`config.mk`:
```
export PLATFORM = sky130hd
export DESIGN_NAME = pulse_divider
export DESIGN_NICKNAME = d
export VERILOG_FILES = /design/src/rtl/pulse_divider_pkg.sv /design/src/rtl/pulse_divider.sv
export SDC_FILE = /design/constraint.sdc
export NUM_CORES = 1
export LEC_CHECK = 0
export BUFFER_PORTS_ARGS = -buffer_cell sky130_fd_sc_hd__clkbuf_2
export CAP_MARGIN = 20
export CORE_AREA = 10 10 47 49
export DETAILED_ROUTE_END_ITERATION = 16
export DIE_AREA = 0 0 57 59
export PLACE_DENSITY = 0.39
export SETUP_SLACK_MARGIN = 0.2
export SLEW_MARGIN = 25
export SYNTH_ARGS = -nofsm -noshare
export SYNTH_HDL_FRONTEND = slang
export SYNTH_SLANG_ARGS = --single-unit
```
`constraint.sdc`:
```
create_clock -name pulse_clock -period 1.1 [get_ports pulse_clock]
set_input_delay 0.11 -clock pulse_clock [delete_from_list [all_inputs] [get_ports pulse_clock]]
set_output_delay 0.11 -clock pulse_clock [all_outputs]
set_load 0.03 [all_outputs]
```
`src/rtl/pulse_divider_pkg.sv`:
```
// Shared helpers for the pulse divider: how a divide ratio splits into low and high phases.
// Pure elaboration-time arithmetic, no hardware of its own.
// Not applicable: no ports.
package pulse_divider_pkg;

    // Edges spent low per output period. The odd leftover edge goes to the high phase.
    function automatic int low_cnt_of(input int divide_by);
        return divide_by / 2;
    endfunction

    // Edges spent high per output period.
    function automatic int high_cnt_of(input int divide_by);
        return divide_by - (divide_by / 2);
    endfunction

endpackage

```
`src/rtl/pulse_divider.sv`:
```
// Integer pulse divider: counts enabled rising edges and outputs a DIVIDE_BY-period square wave.
// Latency: output is registered and changes on the enabled edge that crosses a phase boundary.
// Backpressure: none; enable=0 freezes counter and output, stretching the current period.
//
// Ports:
//   pulse_clock     sole clock, all state updates on its rising edge
//   external_reset  synchronous active-high reset, clears counter and output, beats enable
//   enable          count enable, one count per rising edge while high
//   divided_clock   divided output, straight from a flop (glitch-free)
module pulse_divider
    import pulse_divider_pkg::*;
#(
    parameter int DIVIDE_BY = 10,
    parameter int CNT_W     = $clog2(DIVIDE_BY)
) (
    input  logic pulse_clock,
    input  logic external_reset,
    input  logic enable,
    output logic divided_clock
);

    localparam int LOW_CNT  = low_cnt_of(DIVIDE_BY);
    localparam int HIGH_CNT = high_cnt_of(DIVIDE_BY);

    localparam logic [CNT_W-1:0] CNT_LAST = CNT_W'(DIVIDE_BY - 1);
    localparam logic [CNT_W-1:0] CNT_RISE = CNT_W'(LOW_CNT);

    // A divide ratio below 2 has no low phase; reject it at elaboration.
    generate
        if (DIVIDE_BY < 2 || HIGH_CNT < LOW_CNT) begin : g_bad_divide
            $error("pulse_divider: DIVIDE_BY must be >= 2");
        end
    endgenerate

    // Declaration initialisers give a defined output before the first reset.
    logic [CNT_W-1:0] cnt_q = '0;
    logic             out_q = 1'b0;
    logic [CNT_W-1:0] cnt_d;
    logic             out_d;

    always_comb begin
        cnt_d = cnt_q;
        out_d = out_q;
        if (enable) begin
            // Explicit wrap keeps the count in range for non power-of-two ratios.
            cnt_d = (cnt_q == CNT_LAST) ? '0 : cnt_q + 1'b1;
            // Output level is decided from the count being entered, so the flop
            // switches on the same edge the counter crosses the boundary.
            out_d = (cnt_d >= CNT_RISE);
        end
    end

    always_ff @(posedge pulse_clock) begin
        if (external_reset) begin
            cnt_q <= '0;
            out_q <= 1'b0;
        end else begin
            cnt_q <= cnt_d;
            out_q <= out_d;
        end
    end

    assign divided_clock = out_q;

endmodule

```
# --- Word level (Yosys, flattened, before mapping) ---
# Index checks and enable logic that the tools add are counted.
totals:
  register_bits: 5
  latch_bits: 0
  ramBits: 0
  romBits: 0
  elab_cells: 6
  mem_count: 0
op_classes:
  n_addsub: 1
  multipliers: 0
  n_div: 0
  magnitude_cmp: 1
  eq_ne: 1
  n_shift: 0
  n_mux: 1
  bitwise: 0
  reduce_logical: 0
ops:
  columns: ["op", "n"]
  rows:
  - ["$add A4 B1 Y4 const B", 1]
  - ["$eq A4 B4 Y1 const B", 1]
  - ["$ge A4 B3 Y1 const B", 1]
  - ["$mux W4", 1]

# --- Logic depth before layout (Yosys ltp) ---
# Gate-level depths: netlist (run 1).
depth:
  depth_word: 3
  ltp_mapped: 5
  ltp_nobuf: 5

# --- Worst setup path before layout (run 1) ---
# Ideal clock, no wire load.
synth_path:
  path_type: "register to register"
  startpoint: "register cnt_q[0]"
  endpoint: "register out_q (netlist: divided_clock)"
  setup_time_ps: 128
  t_arrival_ps: 1018
  t_required_ps: 972
  slack_ps: -46
  path_stages_with_launch: 5
  path_buffers: 0
  synth_period_minus_slack_ps: 1146
  path_cell_list: "dfxtp_1 > inv_1 > ha_1 > o21ai_0 > o32ai_2"
synth_between:
  elab_chain_len: 3
  elab_cells_between_ends: 4
synth_lines:
  columns: ["item", "line_no", "source"]
  rows:
  - ["from (decl)", "pulse_divider.sv:36", "logic [CNT_W-1:0] cnt_q = '0;"]
  - ["from (signal assigned)", "pulse_divider.sv:58", "cnt_q <= cnt_d;"]
  - ["$add A4 B1 Y4 / $eq A4 B4 Y1 (equally long branches)", "pulse_divider.sv:46", "cnt_d = (cnt_q == CNT_LAST) ? '0 : cnt_q + 1'b1;"]
  - ["$mux W4 *", "pulse_divider.sv:46", null]
  - ["$ge A4 B3 Y1 *", "pulse_divider.sv:49", "out_d = (cnt_d >= CNT_RISE);"]
  - ["to (signal assigned)", "pulse_divider.sv:59", "out_q <= out_d;"]
  - ["to (decl)", "pulse_divider.sv:37", "logic out_q = 1'b0;"]
# Every way passes the cells marked *; elsewhere a longest branch is shown, timed or not.
# A chain may end at the register's enable or synchronous reset.

# --- Worst setup path after layout (run 1) ---
layout_path:
  startpoint: "register cnt_q[1]"
  endpoint: "register out_q (netlist: divided_clock)"
# Same word-level chain as after synthesis.

==> results of run 1 <==
[per-stage QoR]
step	hold slack, ns	power, W	utilization, %	TNS (ns)
floorplan	0.172	0.000282	-	0
global placement	0.379	0.000301	26.3	-0.00405
detailed placement	0.384	0.000304	26.3	0
CTS	0.126	0.000529	28.9	0
global route	0.156	0.000576	31.5	-0.0107
finish	0.126	0.000536	31.5	0
[state kept, by name (all words and copies together), names as in the netlist]
signal,flops
cnt_q,4
divided_clock,1
[worst max-delay path, stage by stage (launching register included)]
cell     delay, ns
dfxtp_4       0.36
inv_4         0.08
ha_4          0.16
a21oi_4       0.06
mux2i_1       0.20
o32ai_2       0.09
[timing repair]
| action | 4_1_cts | 5_1_grt |
|---|---|---|
| pin swaps | 3 | 5 |
| setup endpoints to repair | 5 | 6 |
| resized for setup | 4 | 8 |
[per-layer routing]
| layer | up-vias | routed length [um] |
|---|---|---|
| met3 | 0 | 19 |
| met4 | 0 | 0 |
| met5 | - | 0 |
| li1 | 136 | - |
| met1 | 129 | 309 |
| met2 | 3 | 348 |
[cell usage after synthesis]
master and count:
nor2_1 3, inv_1 3, mux2i_1 2, ha_1 3, nand2b_1 1, nor3_1 1, nand3_2 1, nand2_1 4
o21ai_1 1, o32ai_2 1, dfxtp_1 5, nand3_1 1, o211ai_1 1, a31oi_1 2, o21ai_0 1, buf_2 1
nor2b_1 1, a21oi_1 3
[cell type report]
cell class	count	area, um2
Clock buffer	4	26.3
Fill cell	156	960
Inverter	3	13.8
Multi-Input combinational cell	26	255
Sequential cell	5	109
Tap cell	16	20.0
Timing Repair Buffer	3	17.5
[kinds of logic (layout without fill, tap and decap cells)]
| logic type | Yosys count | after routing |
|---|---|---|
| and+or+nand+nor | 12 | 12 |
| buffers and inverters | 4 | 10 |
| adders and majority gates | 3 | 3 |
| AOI/OAI and AO/OA | 9 | 9 |
| muxes | 2 | 2 |
| DFF | 5 | 5 |
[placed cells by master, fill, tap and decap left out, drive strengths merged]
cell    synthesis  final
clkbuf          0      6
dfxtp           5      5
nand2           4      4
nor2            3      3
inv             3      3
ha              3      3
a21oi           3      3
mux2i           2      2
nand3           2      2
o21ai           2      2
a31oi           2      2
nand2b          1      1
o211ai          1      1
nor3            1      1
nor2b           1      1
o32ai           1      1
buf             1      1
[power by group through the flow]
stage / Sequential, W / Clock, W / Combinational (W)
finish: 0.000215 / 0.000213 / 0.000108
global placement: 0.000216 / 0 / 0.0000849
floorplan: 0.000219 / 0 / 0.0000636
CTS: 0.000213 / 0.000224 / 0.0000925
detailed placement: 0.000217 / 0 / 0.0000872
global route: 0.000218 / 0.000241 / 0.000118
[worst min path at each step]
stage	from	to	slack (ns)	cells after the start
2_1_floorplan	external_reset	cnt_q[1]	0.17	1
3_3_place_gp	external_reset	cnt_q[2]	0.38	2
3_5_place_dp	external_reset	cnt_q[2]	0.38	2
4_1_cts	external_reset	cnt_q[2]	0.13	2
5_1_grt	external_reset	cnt_q[2]	0.16	2
6_report	external_reset	cnt_q[2]	0.13	2
==> results.sh, run 1 <==
export IMPL_status="completed"
export IMPL_synth_top_family_by_area="compound AO/OA/AOI/OAI gates"
export IMPL_p_leak_nw=0.139
export IMPL_antennaDiodeCount=0
export IMPL_io_buffer_count=3
export IMPL_ff2ff_setup_slack_ns=0.03
export IMPL_path_max_fanout=4
export IMPL_vias=268
export IMPL_p_clk_share_pct=39.8
export IMPL_worst_pin_slew_ns=0.342
export IMPL_rsz0062_at_grt="true"
export IMPL_die_area_um2=3360
export IMPL_start_util_pct=21.0
export IMPL_io_pins=4
export IMPL_final_cells=57
export IMPL_grt_pass1_wl_um=1160
export IMPL_slew_viol_final=0
export IMPL_switching_power_w=0.000154
export IMPL_wl_per_cell_um=11.9
export IMPL_setup_worst_path_end="divided_clock"
export IMPL_grt_start_max_net_pins=10
export IMPL_drt_iter0_markers=0
export IMPL_power_share_sequential_pct=40.1
export IMPL_syn_to_final_growth_pct=50.2
export IMPL_crit_type="register to register"
export IMPL_synth_adder_area_share_pct=12.8
export IMPL_grt_met1_usage_pct=4.37
export IMPL_synth_top_area_share_pct=34.0
export IMPL_clkLatencyLatePin_ns=0.24
export IMPL_hpwl_um=493
export IMPL_ctsRootBufferMaster="clkbuf_4"
export IMPL_arrival_ns=1.19
export IMPL_synth_area_um2=294
export IMPL_avgSynthCellArea_um2=8.40
export IMPL_gr_total_overflow=0
export IMPL_synthDistinctLibCells=18
export IMPL_synthTopCellsByArea="dfxtp_1, ha_1, mux2i_1"
export IMPL_setup_slack_ns=0.0316
export IMPL_peakVddDrop_mv=0.521
export IMPL_post_cts_setup_buffers=0
export IMPL_hold_viol=0
export IMPL_core_area_um2=1400
export IMPL_drc_errors=0
export IMPL_crit_path_start_kind="register"
export IMPL_relSlewSlack_pct=77.2
export IMPL_p_sw_share_pct=28.8
export IMPL_viasPerCell=4.70
export IMPL_gp_congestion=0.768
export IMPL_grt_pass1_vias=275
export IMPL_synth_compound_area_share_pct=20.9
export IMPL_postPlaceCellArea_um2=368
export IMPL_htreeDepth=1
export IMPL_cap_violations=0
export IMPL_placedCellCount=53
export IMPL_clkSlewWorstSetupHoldPaths_ns=0.05
export IMPL_cts_sinks=5
export IMPL_timing_rr_end="divided_clock"
export IMPL_grt_busiest_layer="met2"
export IMPL_timing_rr_start="cnt_q[1]"
export IMPL_cts_made_buffers=3
export IMPL_yosys_area_top_type="dfxtp_1"
export IMPL_finalNetCount=48
export IMPL_powerDensity_nw_per_um2=1210
export IMPL_cp_required_ns=1.22
export IMPL_fin_area_um2=442
export IMPL_reg2reg_depth=5
export IMPL_period_share_pct=97.1
export IMPL_cts_hold_buf=0
export IMPL_drtAntennaViolNets=0
export IMPL_place_ws_ns=0.00556
export IMPL_seq_area_frac_synth_pct=34.0
export IMPL_gr_usage_met2_pct=7.44
export IMPL_synth_simple_area_share_pct=20.0
export IMPL_startpoint="cnt_q[1]"
export IMPL_p_int_w=0.000382
export IMPL_ys_ff_latch=5
export IMPL_num_rows=14
export IMPL_pwr_share_comb_pct=20.2
export IMPL_synth_mux_area_share_pct=6.81
export IMPL_min_period_ns=1.07
export IMPL_die_w_um=57
export IMPL_max_clock_freq_mhz=936
export IMPL_synth_xor_area_share_pct=0
export IMPL_grtUsageTotal_pct=4.18
export IMPL_critPathCaptureType="register"
export IMPL_synth_warnings=0
export IMPL_wl_um=678
export IMPL_antenna_found_initial=0
export IMPL_fp_dieH_um=59
export IMPL_drtPass1Iterations=1
export IMPL_synth_nets=41
export IMPL_holdCritPathClass="primary input to register"
export IMPL_grt_use_met3_pct=1.29
export IMPL_clock_skew_final_ns=0.000449
export IMPL_cts_tree="built"
export IMPL_cts_buffer_depth=2
export IMPL_drive_gt1_share_pct=56.1
export IMPL_setup_viol=0
export IMPL_syn_inst=35
(Power assumes the default switching activity.)
==> run 2: changes to the inputs <==
==> constraint.sdc (replaced) <==
create_clock -name pulse_clock -period 1.1 [get_ports pulse_clock]
set_input_delay 0.22 -clock pulse_clock [delete_from_list [all_inputs] [get_ports pulse_clock]]
set_output_delay 0.22 -clock pulse_clock [all_outputs]
set_load 0.03 [all_outputs]
==> results.sh, run 2 (synthesized netlist as in run 1, its figures left out) <==
export IMPL_switching_power_w=0.000154
export IMPL_syn_to_final_growth_pct=52.3
export IMPL_grt_met1_usage_pct=4.37
export IMPL_cts_hold_buf=0
export IMPL_num_rows=14
export IMPL_max_clock_freq_mhz=936
export IMPL_drc_errors=0
export IMPL_worst_path_max_delay_cell="dfxtp_4"
export IMPL_reg2reg_depth=5
export IMPL_hpwl_um=493
export IMPL_cts_made_buffers=3
export IMPL_antenna_found_initial=0
export IMPL_grt_pass1_vias=275
export IMPL_clkSlewWorstSetupHoldPaths_ns=0.05
export IMPL_finalCoreUtilization_pct=32.0
export IMPL_pwr_share_comb_pct=20.5
export IMPL_crit_type="register to register"
export IMPL_relSlewSlack_pct=77.2
export IMPL_cts_sinks=5
export IMPL_grt_busiest_layer="met2"
export IMPL_p_clk_share_pct=39.6
export IMPL_wl_per_cell_um=11.8
export IMPL_power_share_sequential_pct=39.9
export IMPL_rsz0062_at_grt="true"
export IMPL_crit_buf_inv=1
export IMPL_viasPerCell=4.70
export IMPL_min_period_ns=1.07
export IMPL_hold_viol=0
export IMPL_place_ws_ns=0.00556
export IMPL_most_common_layout_cells="nor2_1, nand2_1, clkbuf_4"
export IMPL_drtPass1Iterations=1
export IMPL_critPathMaxStageDelay_ns=0.36
export IMPL_tns_ns=0
export IMPL_critPathCaptureType="register"
export IMPL_final_cells=57
export IMPL_peakVddDrop_mv=0.521
export IMPL_grt_pass1_wl_um=1160
export IMPL_max_flop_register="cnt_q"
export IMPL_grtUsageTotal_pct=4.18
export IMPL_vias=268
export IMPL_antennaDiodeCount=0
export IMPL_drt_iter0_markers=0
export IMPL_crit_cells=5
export IMPL_p_sw_share_pct=28.7
export IMPL_p_int_w=0.000384
export IMPL_setup_slack_ns=0.0316
export IMPL_powerDensity_nw_per_um2=1200
export IMPL_io_pins=4
export IMPL_wl_um=675
export IMPL_largest_register_ff_count=4
export IMPL_die_w_um=57
export IMPL_min_path_cells=2
export IMPL_arrival_ns=1.19
export IMPL_htreeDepth=1
export IMPL_clock_skew_final_ns=0.000449
export IMPL_core_area_um2=1400
export IMPL_gp_congestion=0.768
export IMPL_drive_gt1_share_pct=56.1
export IMPL_die_area_um2=3360
export IMPL_start_util_pct=21.0
export IMPL_slew_viol_final=0
export IMPL_grt_use_met3_pct=1.29
export IMPL_fp_dieH_um=59
export IMPL_placedCellCount=53
export IMPL_cts_buffer_depth=2
export IMPL_period_share_pct=97.1
export IMPL_path_cells="inv_4, ha_4, a21oi_4, mux2i_1, o32ai_2"
export IMPL_finalNetCount=48
export IMPL_cp_required_ns=1.22
export IMPL_gr_usage_met2_pct=7.44
export IMPL_fin_hold_ws_ns=0.236
export IMPL_clkLatencyLatePin_ns=0.24
export IMPL_ctsRootBufferMaster="clkbuf_4"
export IMPL_cts_tree="built"
export IMPL_holdCritPathClass="primary input to register"
export IMPL_cap_violations=0
export IMPL_setup_viol=0
export IMPL_io_buffer_count=3
export IMPL_path_delay_family="flip-flops"
export IMPL_crit_path_start_kind="register"
export IMPL_path_max_fanout=4
export IMPL_worst_pin_slew_ns=0.342
export IMPL_p_leak_nw=0.140
export IMPL_status="completed"
export IMPL_grt_start_max_net_pins=10
export IMPL_drtAntennaViolNets=0
export IMPL_gr_total_overflow=0
run 2: cell types whose count changed in the layout (fill, tap and decap cells not counted), sizes merged:
cell	previous run	this run
buf	1	0
clkbuf	6	7
run 2: routing by layer:
layer | vias to the layer above | share of wire [%]
met1 | 129 | 45
met5 | - | 0
met2 | 3 | 52
met4 | 0 | 0
li1 | 136 | -
met3 | 0 | 2.8
run 2: area by class of cell:
class	instances	area, um2
timing repair buffer	3	23.8
multi-input combinational	26	255
sequential	5	109
fill	154	953
clock buffer	4	26.3
tap	16	20.0
inverter	3	13.8
run 2: what timing repair did:
| item | CTS | global route |
|---|---|---|
| gates resized for setup | 6 | 5 |
| buffers inserted | 0 | 0 |
| pin swaps | 3 | 5 |
| hold endpoints to repair | 0 | 0 |
| setup endpoints to repair | 6 | 6 |
run 2: metrics by stage:
step	area (um2)	power (W)
3_5_place_dp	368	0.000304
3_3_place_gp	368	0.000301
4_1_cts	414	0.000533
2_1_floorplan	338	0.000282
5_1_grt	448	0.000579
6_report	448	0.000539
run 2: power by group through the flow:
stage	Clock, W	Combinational (W)	Sequential, W
2_1_floorplan	0	0.0000636	0.000219
3_3_place_gp	0	0.0000849	0.000216
3_5_place_dp	0	0.0000872	0.000217
4_1_cts	0.000224	0.0000962	0.000214
5_1_grt	0.000241	0.000120	0.000218
6_report	0.000213	0.000110	0.000215
run 2: final timing paths:
path | startpoint | end | slack, ns
max | cnt_q[1] | divided_clock | 0.03
max reg2reg | cnt_q[1] | divided_clock | 0.03
min reg2reg | cnt_q[2] | cnt_q[2] | 0.53
min | external_reset | cnt_q[2] | 0.24
run 2: worst register-to-register path, stage by stage, from the launching register on:
cell	delay, ns
dfxtp_4	0.36
inv_4	0.08
ha_4	0.16
a21oi_4	0.06
mux2i_1	0.20
o32ai_2	0.09
==> run 3: changes to the inputs <==
CORE_AREA = 2 2 39 41   (was 10 10 47 49)
DIE_AREA = 0 0 41 43   (was 0 0 57 59)
==> results.sh, run 3 (synthesized netlist as in run 1, its figures left out) <==
export IMPL_clkLatencyLatePin_ns=0.25
export IMPL_timing_rr_start="cnt_q[1]"
export IMPL_p_leak_nw=0.151
export IMPL_reg2reg_depth=5
export IMPL_timing_rr_end="divided_clock"
export IMPL_hpwl_um=447
export IMPL_syn_to_final_growth_pct=54.9
export IMPL_place_ws_ns=0.00290
export IMPL_rsz0062_at_grt="true"
export IMPL_hold_viol=0
export IMPL_cts_tree="built"
export IMPL_most_common_layout_cells="nor2_1, nand2_1, clkbuf_4"
export IMPL_grt_met1_usage_pct=13.2
export IMPL_crit_path_start_kind="register"
export IMPL_worst_pin_slew_ns=0.161
export IMPL_core_area_um2=1380
export IMPL_wl_um=616
export IMPL_gr_usage_met2_pct=10.9
export IMPL_max_flop_register="cnt_q"
export IMPL_peakVddDrop_mv=0.439
export IMPL_cts_hold_buf=0
export IMPL_drtAntennaViolNets=0
export IMPL_setup_viol=0
export IMPL_ctsRootBufferMaster="clkbuf_4"
export IMPL_fp_dieH_um=43
export IMPL_min_period_ns=1.04
export IMPL_tns_ns=0
export IMPL_setup_slack_ns=0.0627
export IMPL_grt_use_met3_pct=6.28
export IMPL_grt_pass1_vias=248
export IMPL_vias=279
export IMPL_io_buffer_count=3
export IMPL_io_pins=4
export IMPL_die_w_um=41
export IMPL_wl_per_cell_um=10.4
export IMPL_period_share_pct=94.3
export IMPL_relSlewSlack_pct=88.9
export IMPL_setup_worst_path_end="divided_clock"
export IMPL_status="completed"
export IMPL_powerDensity_nw_per_um2=1200
export IMPL_critPathCaptureType="register"
export IMPL_largest_register_ff_count=4
export IMPL_path_max_fanout=4
export IMPL_drive_gt1_share_pct=55.8
export IMPL_htreeDepth=1
export IMPL_max_clock_freq_mhz=964
export IMPL_drc_errors=0
export IMPL_ff2ff_setup_slack_ns=0.06
export IMPL_gr_total_overflow=0
export IMPL_grt_busiest_layer="met1"
export IMPL_drtPass1Iterations=3
export IMPL_viasPerCell=4.73
export IMPL_num_rows=14
export IMPL_cp_required_ns=1.23
export IMPL_grt_start_max_net_pins=10
export IMPL_antennaDiodeCount=0
export IMPL_arrival_ns=1.16
export IMPL_cap_violations=0
export IMPL_clkSlewWorstSetupHoldPaths_ns=0.05
export IMPL_clock_skew_final_ns=0.00878
export IMPL_gp_congestion=0.816
export IMPL_grtUsageTotal_pct=10.0
export IMPL_drt_iter0_markers=4
export IMPL_startpoint="cnt_q[1]"
export IMPL_antenna_found_initial=0
export IMPL_die_area_um2=1760
export IMPL_start_util_pct=21.2
export IMPL_holdCritPathClass="primary input to register"
export IMPL_cts_sinks=5
export IMPL_grt_pass1_wl_um=1110
export IMPL_cts_made_buffers=3
export IMPL_crit_type="register to register"
export IMPL_cts_buffer_depth=2
export IMPL_finalNetCount=50
export IMPL_slew_viol_final=0
## run 3: repair_timing
action	4_1_cts	5_1_grt
pin swaps	5	2
gates resized for setup	8	3
setup buffers	0	1
endpoints found under the hold margin	0	0
setup endpoints to repair	6	6
## run 3: worst min-delay path by stage
stage	startpoint	endpoint	slack, ns	depth (start not counted)
finish	external_reset	cnt_q[0]	0.24	2
global route	external_reset	cnt_q[3]	0.25	2
CTS	external_reset	cnt_q[0]	0.24	2
detailed placement	external_reset	cnt_q[0]	0.49	2
global placement	external_reset	cnt_q[2]	0.49	2
floorplan	external_reset	cnt_q[1]	0.28	1
## run 3: layout make-up
type | instances | area, um2
fillers | 154 | 928
multi-input cells | 26 | 246
flip-flops and latches | 5 | 110
repair buffers | 5 | 38.8
clock buffers | 4 | 26.3
well taps | 16 | 20.0
inverters | 3 | 13.8
## run 3: routing by layer
layer | part of all wire [%] | wire length (um)
met5 | 0 | 0
met3 | 7.3 | 45
met4 | 2.9 | 18
met1 | 48 | 296
met2 | 42 | 256
## run 3: report_power, final
part           switching, W  internal, W
Clock             0.0000793     0.000137
Combinational     0.0000582    0.0000594
Sequential        0.0000204     0.000194
Total              0.000158     0.000391
## run 3: stage by stage
| step | total power, W | hold WS (ns) | area [um2] | cells | util (%) |
|---|---|---|---|---|---|
| after floorplan | 0.000282 | 0.282 | 338 | 35 | - |
| after global placement | 0.000303 | 0.495 | 375 | 54 | 27.1 |
| after detailed placement | 0.000303 | 0.494 | 375 | 54 | 27.1 |
| after CTS | 0.000546 | 0.239 | 439 | 58 | 31.7 |
| after global routing | 0.000584 | 0.249 | 455 | 59 | 32.9 |
| final | 0.000549 | 0.237 | 455 | 59 | 32.9 |
## run 3: worst max-delay path, stage by stage (launching register included)
cell	delay, ns
dfxtp_4	0.35
inv_4	0.07
ha_4	0.17
nand2_4	0.06
a31oi_4	0.18
o32ai_2	0.09
